`src/rtl/lfsr_scrambler_pkg.sv`:
```
// Shared constants for the additive/self-synchronising LFSR scrambler.
package lfsr_scrambler_pkg;

    localparam int LEN_DEF   = 20;
    localparam int TAP_A_DEF = 2;
    localparam int TAP_B_DEF = 19;

    localparam logic SCRAMBLE   = 1'b0;
    localparam logic DESCRAMBLE = 1'b1;

    // Wide enough for LEN (max 32) plus one W (max 8) before saturation.
    localparam int CNT_W = 6;

    function automatic logic [CNT_W-1:0] sat_add(
        input logic [CNT_W-1:0] a,
        input logic [CNT_W-1:0] inc,
        input logic [CNT_W-1:0] lim
    );
        logic [CNT_W-1:0] sum;
        sum = a + inc;
        return (sum > lim) ? lim : sum;
    endfunction

endpackage

```
`src/rtl/lfsr_step.sv`:
```
// One serial bit step of the scrambler; purely combinational.
// The output bit formula is shared by both modes; only the bit shifted into the register differs.
module lfsr_step
    import lfsr_scrambler_pkg::*;
#(
    parameter int LEN    = LEN_DEF,
    parameter int TAP_A  = TAP_A_DEF,
    parameter int TAP_B  = TAP_B_DEF,
    parameter bit INVERT = 1'b1
) (
    input  logic [LEN-1:0] sr_in,
    input  logic           bit_in,
    input  logic           mode,
    output logic [LEN-1:0] sr_out,
    output logic           bit_out
);

    logic fb;

    always_comb begin
        fb      = sr_in[TAP_A] ^ sr_in[TAP_B];
        bit_out = bit_in ^ fb ^ INVERT;
        // Descrambler shifts in the received bit, which is what makes it self-synchronising.
        sr_out  = {sr_in[LEN-2:0], (mode == DESCRAMBLE) ? bit_in : bit_out};
    end

endmodule

```
`src/rtl/lfsr_scrambler.sv`:
```
// LFSR scrambler/descrambler, W bits per beat processed MSB first; one-cycle registered latency.
// Input is ready whenever the output register is empty or being drained; FLUSH/RST force not-ready.
module lfsr_scrambler
    import lfsr_scrambler_pkg::*;
#(
    parameter int LEN    = LEN_DEF,
    parameter int TAP_A  = TAP_A_DEF,
    parameter int TAP_B  = TAP_B_DEF,
    parameter int W      = 1,
    parameter bit INVERT = 1'b1
) (
    input  logic         CLK,
    input  logic         RST,
    input  logic         MODE,
    input  logic         BYPASS,
    input  logic         FLUSH,
    input  logic [W-1:0] IN_DATA,
    input  logic         IN_VALID,
    output logic         IN_READY,
    output logic [W-1:0] OUT_DATA,
    output logic         OUT_VALID,
    input  logic         OUT_READY,
    output logic         LOCKED
);

    logic [LEN-1:0]   sr_q, sr_d;
    logic [CNT_W-1:0] cnt_q, cnt_d;
    logic             mode_q, mode_d;
    logic             out_valid_q, out_valid_d;
    logic [W-1:0]     out_data_q, out_data_d;
    logic             locked_q, locked_d;

    logic             in_ready;
    logic             accept;
    logic [W-1:0]     step_bits;
    logic [LEN-1:0]   sr_final;

    // Step i handles IN_DATA[W-1-i], so the earliest bit sees the current register.
    for (genvar i = 0; i < W; i++) begin : g_step
        logic [LEN-1:0] sr_i;
        logic [LEN-1:0] sr_o;
        if (i == 0) begin : g_first
            assign sr_i = sr_q;
        end else begin : g_next
            assign sr_i = g_step[i-1].sr_o;
        end
        lfsr_step #(
            .LEN    (LEN),
            .TAP_A  (TAP_A),
            .TAP_B  (TAP_B),
            .INVERT (INVERT)
        ) u_step (
            .sr_in   (sr_i),
            .bit_in  (IN_DATA[W-1-i]),
            .mode    (MODE),
            .sr_out  (sr_o),
            .bit_out (step_bits[W-1-i])
        );
    end

    assign sr_final = g_step[W-1].sr_o;

    always_comb begin
        in_ready    = !RST && !FLUSH && (!out_valid_q || OUT_READY);
        accept      = IN_VALID && in_ready;
        sr_d        = sr_q;
        cnt_d       = cnt_q;
        mode_d      = mode_q;
        out_valid_d = out_valid_q;
        out_data_d  = out_data_q;
        if (FLUSH) begin
            sr_d        = '0;
            cnt_d       = '0;
            out_valid_d = 1'b0;
        end else if (accept) begin
            mode_d      = MODE;
            out_valid_d = 1'b1;
            if (MODE != mode_q) begin
                cnt_d = '0;
            end
            if (BYPASS) begin
                out_data_d = IN_DATA;
            end else begin
                out_data_d = step_bits;
                sr_d       = sr_final;
                cnt_d      = sat_add(cnt_d, CNT_W'(W), CNT_W'(LEN));
            end
        end else if (OUT_READY) begin
            out_valid_d = 1'b0;
        end
        locked_d = (cnt_d == CNT_W'(LEN));
    end

    always_ff @(posedge CLK) begin
        if (RST) begin
            sr_q        <= '0;
            cnt_q       <= '0;
            mode_q      <= SCRAMBLE;
            out_valid_q <= 1'b0;
            out_data_q  <= '0;
            locked_q    <= 1'b0;
        end else begin
            sr_q        <= sr_d;
            cnt_q       <= cnt_d;
            mode_q      <= mode_d;
            out_valid_q <= out_valid_d;
            out_data_q  <= out_data_d;
            locked_q    <= locked_d;
        end
    end

    assign IN_READY  = in_ready;
    assign OUT_DATA  = out_data_q;
    assign OUT_VALID = out_valid_q;
    assign LOCKED    = locked_q;

endmodule

```
`config.mk`:
```
export PLATFORM = sky130hd
export DESIGN_NAME = lfsr_scrambler
export DESIGN_NICKNAME = d
export VERILOG_FILES = /design/src/rtl/lfsr_scrambler_pkg.sv /design/src/rtl/lfsr_step.sv /design/src/rtl/lfsr_scrambler.sv
export SDC_FILE = /design/constraint.sdc
export NUM_CORES = 1
export LEC_CHECK = 0
export CAP_MARGIN = 20
export CORE_ASPECT_RATIO = 0.75
export CORE_UTILIZATION = 50
export CTS_CLUSTER_SIZE = 40
export DETAILED_ROUTE_END_ITERATION = 7
export GPL_TIMING_DRIVEN = 0
export PLACE_DENSITY = 0.77
export SLEW_MARGIN = 20
export SYNTH_ARGS = -nofsm -noshare
export SYNTH_HDL_FRONTEND = slang
export SYNTH_HIERARCHICAL = 1
export SYNTH_SLANG_ARGS = --single-unit
```
`constraint.sdc`:
```
create_clock -name CLK -period 5.25 [get_ports CLK]
set_input_delay 0.7875 -clock CLK [delete_from_list [all_inputs] [get_ports CLK]]
set_output_delay 0.7875 -clock CLK [all_outputs]
set_load 0.02 [all_outputs]
```
== Yosys cells after proc, flatten, opt, wreduce, memory -nomap -nowiden ==
Index checks and enable logic that the tools add are counted.
Storage, ports and cells
  register bits after elaboration: 30
  output and inout bits: 4
Operators by class
  add/subtract/negate cells: 1
  magnitude comparators: 1
  eq/ne operators: 2
  mux-type cells: 11
  bitwise logic cells: 5
  reductions and logical operators: 11
Operator list (count)
  $mux W6: 7
  $add A6 B1 Y6 const B: 1
  $eq A6 B5 Y1 const B: 1
  $gt A6 B5 Y1 const B: 1
  $mux W1: 4
  $reduce_and A2 Y1: 2
  $logic_and A1 B1 Y1: 3
  $logic_not A1 Y1: 3
  $not A1 Y1: 3
  $reduce_bool A2 Y1: 1
  $reduce_or A2 Y1: 1
  $xor A1 B1 Y1: 2
  $logic_or A1 B1 Y1: 1
  $ne A1 B1 Y1: 1

== Longest topological paths before layout ==
Gate-level depths: netlist of the first run.
  depth in word-level cells: 13
  mapped depth: 10

== Cells and area by module ==
Netlist of the first run, hierarchy kept.
Modules (own cells, without submodules)
  lfsr_scrambler: instances 1, cells each 175, area each 1401.3 um2
  lfsr_step: instances 1, cells each 23, area each 172.7 um2

== Worst setup path before layout of the first run ==
Ideal clock, no wire load.
  path type: input-to-reg
  from: input port MODE
  to: register locked_q (netlist: LOCKED)
  arrival: 2.476 ns
  required time: 5.134 ns
  path slack: 2.658 ns
  cell stages on the path: 9
  buffers on the path: 1
  cell sequence: xnor2_2 > and2_1 > ha_1 > clkbuf_1 > o21ai_1 > a32o_1 > o21ai_1 > o221ai_1 > and4_1
On the way
  word-level cells in the longest chain between the ends: 11
RTL lines
  from (decl): line lfsr_scrambler.sv:14  | input logic MODE,
  $ne A1 B1 Y1 *: line lfsr_scrambler.sv:78  | if (MODE != mode_q) begin
  $mux W6 *: line lfsr_scrambler.sv:78
  $mux W6 *: line lfsr_scrambler.sv:75  | end else if (accept) begin
  $mux W6 *: line lfsr_scrambler.sv:71  | if (FLUSH) begin
  $add A6 B1 Y6: line lfsr_scrambler_pkg.sv:20  | sum = a + inc;
  $gt A6 B5 Y1: line lfsr_scrambler_pkg.sv:21  | return (sum > lim) ? lim : sum;
  $mux W6: line lfsr_scrambler_pkg.sv:21
  $mux W6 *: line lfsr_scrambler.sv:81  | if (BYPASS) begin
  $mux W6 *: line lfsr_scrambler.sv:75
  $mux W6 *: line lfsr_scrambler.sv:71
  $eq A6 B5 Y1 *: line lfsr_scrambler.sv:91  | locked_d = (cnt_d == CNT_W'(LEN));
  to (signal assigned): line lfsr_scrambler.sv:108  | locked_q <= locked_d;
  to (decl): line lfsr_scrambler.sv:31  | logic locked_q, locked_d;
Mark *: on every way between the ends. The rest lies on a longest branch, timed or not. The select of a mux whose other input is x is not followed.
A chain may end at the register's enable or synchronous reset.

== Worst setup path after layout of the first run ==
Same ends and word-level chain as after synthesis.

==> summary.md, run 1 <==
| Metric | Value |
|---|---|
| Final-report setup violation count | 0 |
| Max_slew headroom | 0.693 |
| Pre-CTS WS | 1680 ps |
| Ys flop type | dfxtp_1 |
| Post-DRT Antenna Nets | 0 |
| Minimum clock period | 3320 ps |
| Final hold vios | 0 |
| DRC violations left | 0 |
| Reg clk slew, reported paths | 60 ps |
| Crit Path Category | in -> reg |
| Cell area power density | 240 nW/um^2 |
| Via density | 5.37 |
| First-pass DRT Iterations | 8 |
| Root Driver | clkbuf_8 |
| Critical path fanouts, max | 10 |
| Die extent in x | 66.8 um |
| Status | finished clean |
| Max-cap violations | 0 |
| # rows | 17 |
| Via count | 1,365 |
| Total power | 0.434 mW |
| Post-synthesis sequential area ratio | 0.382 |
| Tot GR Track Use | 0.234 |
| CTS max path bufs | 2 |
| Worst Hold Slack | 454 ps |
| Layout area overhead | 14.9% |
| Reg2Reg Setup Slack | 2620 ps |
| Period utilization | 0.633 |
| HP Class | reg -> reg |
| Post-synth top area share | 0.382 |
| Initial drt markers | 54 |
| Post-CTS sizing | 0 |
| Fin Setup TNS | 0 ps |
| Vias in the first global route | 1,248 |
| Ranking of synthesized cells by area | dfxtp_1 38%, nand2_1 11%, buf_4 9.1%, a21oi_1 7.0%, nor2_1 2.6% |
| Netlist area before placement | 1570 um^2 |
| Final GP Congestion | 0.952 |
| Clk_lat worst skew | 280 ps |
| Average size of a mapped cell | 7.95 um^2 |
| Final core occ | 0.607 |
| Peak VDD IR | 0.000163 V |
| CP endpoint kind | flip-flop |
| Total CTS buffers | 5 |
| Multi-input combinational cell area | 773 um^2 |
| H-tree level count | 2 |
| Crit-path slowest cell | clkdlybuf4s50_1 |
| Synth Register Bits | 30 |
| Fmax achieved | 301 MHz |
| Lkg Pwr | 0.660 nW |
| Crit-path max cell delay | 520 ps |
| Hold buffer count at cts | 0 |
| Unique masters post-synth | 43 |
| CTS Sinks | 30 |
| Async SR Flop Fraction | 0 |
| Number of port buffers | 11 |
| Nets | 226 |
| Startpoint types | input pin |
| Post-synth EDFFs | 0 |
| Die area | 3380 um^2 |
| Final WL | 3270 um |
| Most frequent cells in the layout | 47 x nand2_1, 30 x dfxtp_1, 22 x a21oi_1 |
| Worst EP required | 5470 ps |
| Routed len/inst | 12.9 um |
| Initial Utilization | 0.529 |
| First-pass GRT wire length | 5660 um |
| Post-CTS Setup Inserts | 0 |
| Floorplan core area | 2980 um^2 |
| Largest net degree at the start of global routing | 11 |
| N_diodes | 0 |
| Post-DP HPWL | 2350 um |
| Commonest non-fill, non-tap cell in the layout | nand2_1 |
| Worst-margin pin slew | 460 ps |
| Register Area | 601 um^2 |
| Final Max Slew Viols | 0 |
| Final WS setup | 1930 ps |
| Crit-path cells | clkdlybuf4s50_1 > xnor2_2 > and2_1 > ha_1 > clkbuf_1 > and3_1 > nand3b_1 > nand3_1 > nor4_2 > a22oi_1 > and4_1 |
| CTS tree | done |
| Initial antenna violation count | 0 |
| Yosys top cell by area | dfxtp_1 |
| Crit path DAT | 3550 ps |
| Post-synthesis cell count | 198 |
| Worst clock skew | 6.76 ps |
| Syn Nets | 208 |
| Num ports | 12 |
| Layout cells sized above 1 | 0.162 |
| Total grt overflow | 0 |
| RSZ-0062 raised after global routing | no |
| Layout filler cell count | 272 |
| Number of warnings issued by yosys | 6 |
| Die Ht | 50.6 um |
-- logic make-up after synthesis --
kind of cell               synth area share
and+or+nand+nor                       0.241
AOI/OAI and AO/OA                     0.190
buffers and inverters                 0.127
DFF                                   0.382
xor gates and xnor gates             0.0382
adders and majority gates            0.0159
muxes                               0.00636
-- worst max-delay path: cells and delay by family --
kind | cells | cell delay (ps)
xor+xnor | 1 | 420
fa+ha+maj | 1 | 160
compound gates | 1 | 270
simple gates | 6 | 1090
buf+inv | 2 | 820
-- power by group --
group          internal (mW)  total, mW  switching, mW
sequential             0.229      0.230        0.00122
combinational         0.0140     0.0340         0.0199
clock                 0.0909      0.169         0.0783
-- flip-flops by register name (all words and copies together) (netlist names) --
name         count
LOCKED           1
OUT_DATA         1
cnt_q            6
OUT_VALID        1
g_step.sr_i     20
mode_q           1
-- worst paths after layout --
path | startpoint | endpoint | depth (start not counted)
min | g_step[0].sr_i[3] | g_step[0].sr_i[3] | 2
max | MODE | LOCKED | 11
max reg2reg | mode_q | LOCKED | 10
min reg2reg | g_step[0].sr_i[3] | g_step[0].sr_i[3] | 2
-- per-stage QoR --
step	cell area (um^2)	instances
final	1810	254
after floorplan	1570	198
after detailed placement	1730	247
after global placement	1730	247
after CTS	1810	254
after global routing	1810	254
-- synthesized netlist by cell type (2+ instances only) --
cell,instances
a211oi_1,2
a21oi_1,22
a32o_1,2
and2_1,3
and3_1,2
buf_2,4
buf_4,19
clkbuf_1,6
dfxtp_1,30
ha_1,2
nand2_1,47
nand3_1,3
nand4_1,2
nor2_1,11
nor2b_1,4
o21a_1,2
o21ai_0,3
o21ai_1,3
o21ai_2,2
o221ai_1,2
o31ai_1,2
xor2_1,4
-- layer usage --
layer | track usage | share of wire | vias to the layer above
li1 | - | - | 699
met1 | 0.304 | 0.49 | 621
met2 | 0.343 | 0.44 | 40
met3 | 0.105 | 0.059 | 5
met4 | 0.0745 | 0.010 | 0
met5 | 0 | 0 | -
-- final cells by class --
| cell class | count | area share |
|---|---|---|
| Timing Repair Buffer | 11 | 0.0609 |
| Clock buffer | 7 | 0.0422 |
| Sequential cell | 30 | 0.332 |
| Multi-Input combinational cell | 137 | 0.428 |
| Inverter | 1 | 0.00208 |
| Tap cell | 38 | 0.0263 |
| Buffer | 30 | 0.109 |
Power figures use the tool's default switching activity.
==> run 2: changes to the inputs <==
==> constraint.sdc (replaced) <==
create_clock -name CLK -period 3.2 [get_ports CLK]
set_input_delay 0.48 -clock CLK [delete_from_list [all_inputs] [get_ports CLK]]
set_output_delay 0.48 -clock CLK [all_outputs]
set_load 0.02 [all_outputs]
==> run 2 against run 1 <==
Sequential share of layout area down 0.21 points. Global-route usage unchanged. Largest cell class unchanged. Sequential power up 64%. Wire length about the same. Die area unchanged.
==> summary.md, run 2 (synthesized netlist as in run 1, its figures left out) <==
| Metric | Value |
|---|---|
| Post-DP HPWL | 2350 um |
| Max_slew headroom | 0.694 |
| Layout filler cell count | 272 |
| Total CTS buffers | 5 |
| Vias in the first global route | 1,248 |
| Final WL | 3270 um |
| Max-cap violations | 0 |
| Worst clock skew | 6.74 ps |
| Final Max Slew Viols | 0 |
| Die area | 3380 um^2 |
| # rows | 17 |
| First-pass DRT Iterations | 5 |
| Commonest non-fill, non-tap cell in the layout | nand2_1 |
| Reg2Reg Setup Slack | 660 ps |
| Routed len/inst | 12.9 um |
| Post-DRT Antenna Nets | 0 |
| Hold buffer count at cts | 0 |
| CTS max path bufs | 2 |
| Nets | 226 |
| Num ports | 12 |
| Via density | 5.38 |
| Placed cell areas | 1730 um^2 |
| Tot GR Track Use | 0.234 |
| H-tree level count | 2 |
| Startpoint types | input pin |
| Period utilization | 0.920 |
| Fmax achieved | 340 MHz |
| N_diodes | 0 |
| Most frequent cells in the layout | 47 x nand2_1, 30 x dfxtp_1, 22 x a21oi_1 |
| Minimum clock period | 2940 ps |
| Root Driver | clkbuf_8 |
| Crit Path Category | in -> reg |
| Layout area overhead | 15.6% |
| DRC violations left | 0 |
| CTS Sinks | 30 |
| Critical path fanouts, max | 10 |
| Number of port buffers | 11 |
| Fin Setup TNS | 0 ps |
| Initial drt markers | 54 |
| Layout cells sized above 1 | 0.162 |
| CP endpoint kind | flip-flop |
| Post-CTS Setup Inserts | 0 |
| Largest net degree at the start of global routing | 11 |
| Final hold vios | 0 |
| Largest register FFs | 20 |
| Total grt overflow | 0 |
| Reg clk slew, reported paths | 60 ps |
| Worst EP required | 3420 ps |
| Lkg Pwr | 0.661 nW |
| HP Class | reg -> reg |
| Die extent in x | 66.8 um |
| Peak VDD IR | 0.000267 V |
| Worst-margin pin slew | 459 ps |
| RSZ-0062 raised after global routing | no |
| Final GP Congestion | 0.952 |
| Initial antenna violation count | 0 |
| First-pass GRT wire length | 5660 um |
| Floorplan core area | 2980 um^2 |
| Crit path DAT | 3170 ps |
| Via count | 1,366 |
| Status | finished clean |
| Cell area power density | 392 nW/um^2 |
| CTS tree | done |
| Clk_lat worst skew | 280 ps |
| Final-report setup violation count | 0 |
| Die Ht | 50.6 um |
| Final instance area | 1820 um^2 |
| Initial Utilization | 0.529 |
## run 2: worst max-delay path: stages
cell             delay (ps)
clkdlybuf4s50_1         560
xnor2_4                 330
and2_1                  230
ha_1                    160
clkbuf_1                300
and3_1                  290
nand3b_1                 90
nand3_1                 160
nor4_2                   70
a22oi_1                 260
and4_1                  230
## run 2: cell type report
cell class / instances / area [um^2] / area share
multi-input combinational: 137 / 785 / 0.431
sequential: 30 / 601 / 0.330
buffer: 30 / 196 / 0.108
timing repair buffer: 11 / 110 / 0.0605
clock buffer: 7 / 76.3 / 0.0420
tap: 38 / 47.5 / 0.0261
inverter: 1 / 3.75 / 0.00206
## run 2: repair_timing
item / 4_1_cts / 5_1_grt
hold endpoints to repair: 0 / 0
endpoints found under the setup margin: 0 / 2
gates resized for setup: 0 / 1
## run 2: report_power, final
group,internal (mW),switching (mW),leakage [nW],total (mW)
logic,0.0241,0.0332,0.381,0.0573
registers,0.376,0.00228,0.242,0.378
clock network,0.149,0.129,0.0383,0.278
## run 2: worst paths after layout
| check | from | endpoint | cells past startpoint |
|---|---|---|---|
| setup / recovery | MODE | LOCKED | 11 |
| setup reg to reg | mode_q | LOCKED | 10 |
| hold / removal | g_step[0].sr_i[3] | g_step[0].sr_i[3] | 2 |
| hold reg to reg | g_step[0].sr_i[3] | g_step[0].sr_i[3] | 2 |
## run 2: routing by layer
layer  vias up  GRT usage  wire length (um)
li1        700          -                 -
met1       624      0.304              1610
met2        37      0.343              1440
met3         5      0.105               188
met4         0     0.0745                34
met5         -          0                 0
## run 2: per-stage QoR
| stage | instances | hold slack, ps | worst slack (ps) | utilization | total power, mW |
|---|---|---|---|---|---|
| 2_1_floorplan | 198 | 434 | 916 | - | 0.417 |
| 3_3_place_gp | 247 | 443 | 48.4 | 0.582 | 0.440 |
| 3_5_place_dp | 247 | 451 | -58.8 | 0.582 | 0.441 |
| 4_1_cts | 254 | 460 | 233 | 0.607 | 0.721 |
| 5_1_grt | 254 | 469 | 13.4 | 0.611 | 0.748 |
| 6_report | 254 | 454 | 257 | 0.611 | 0.713 |
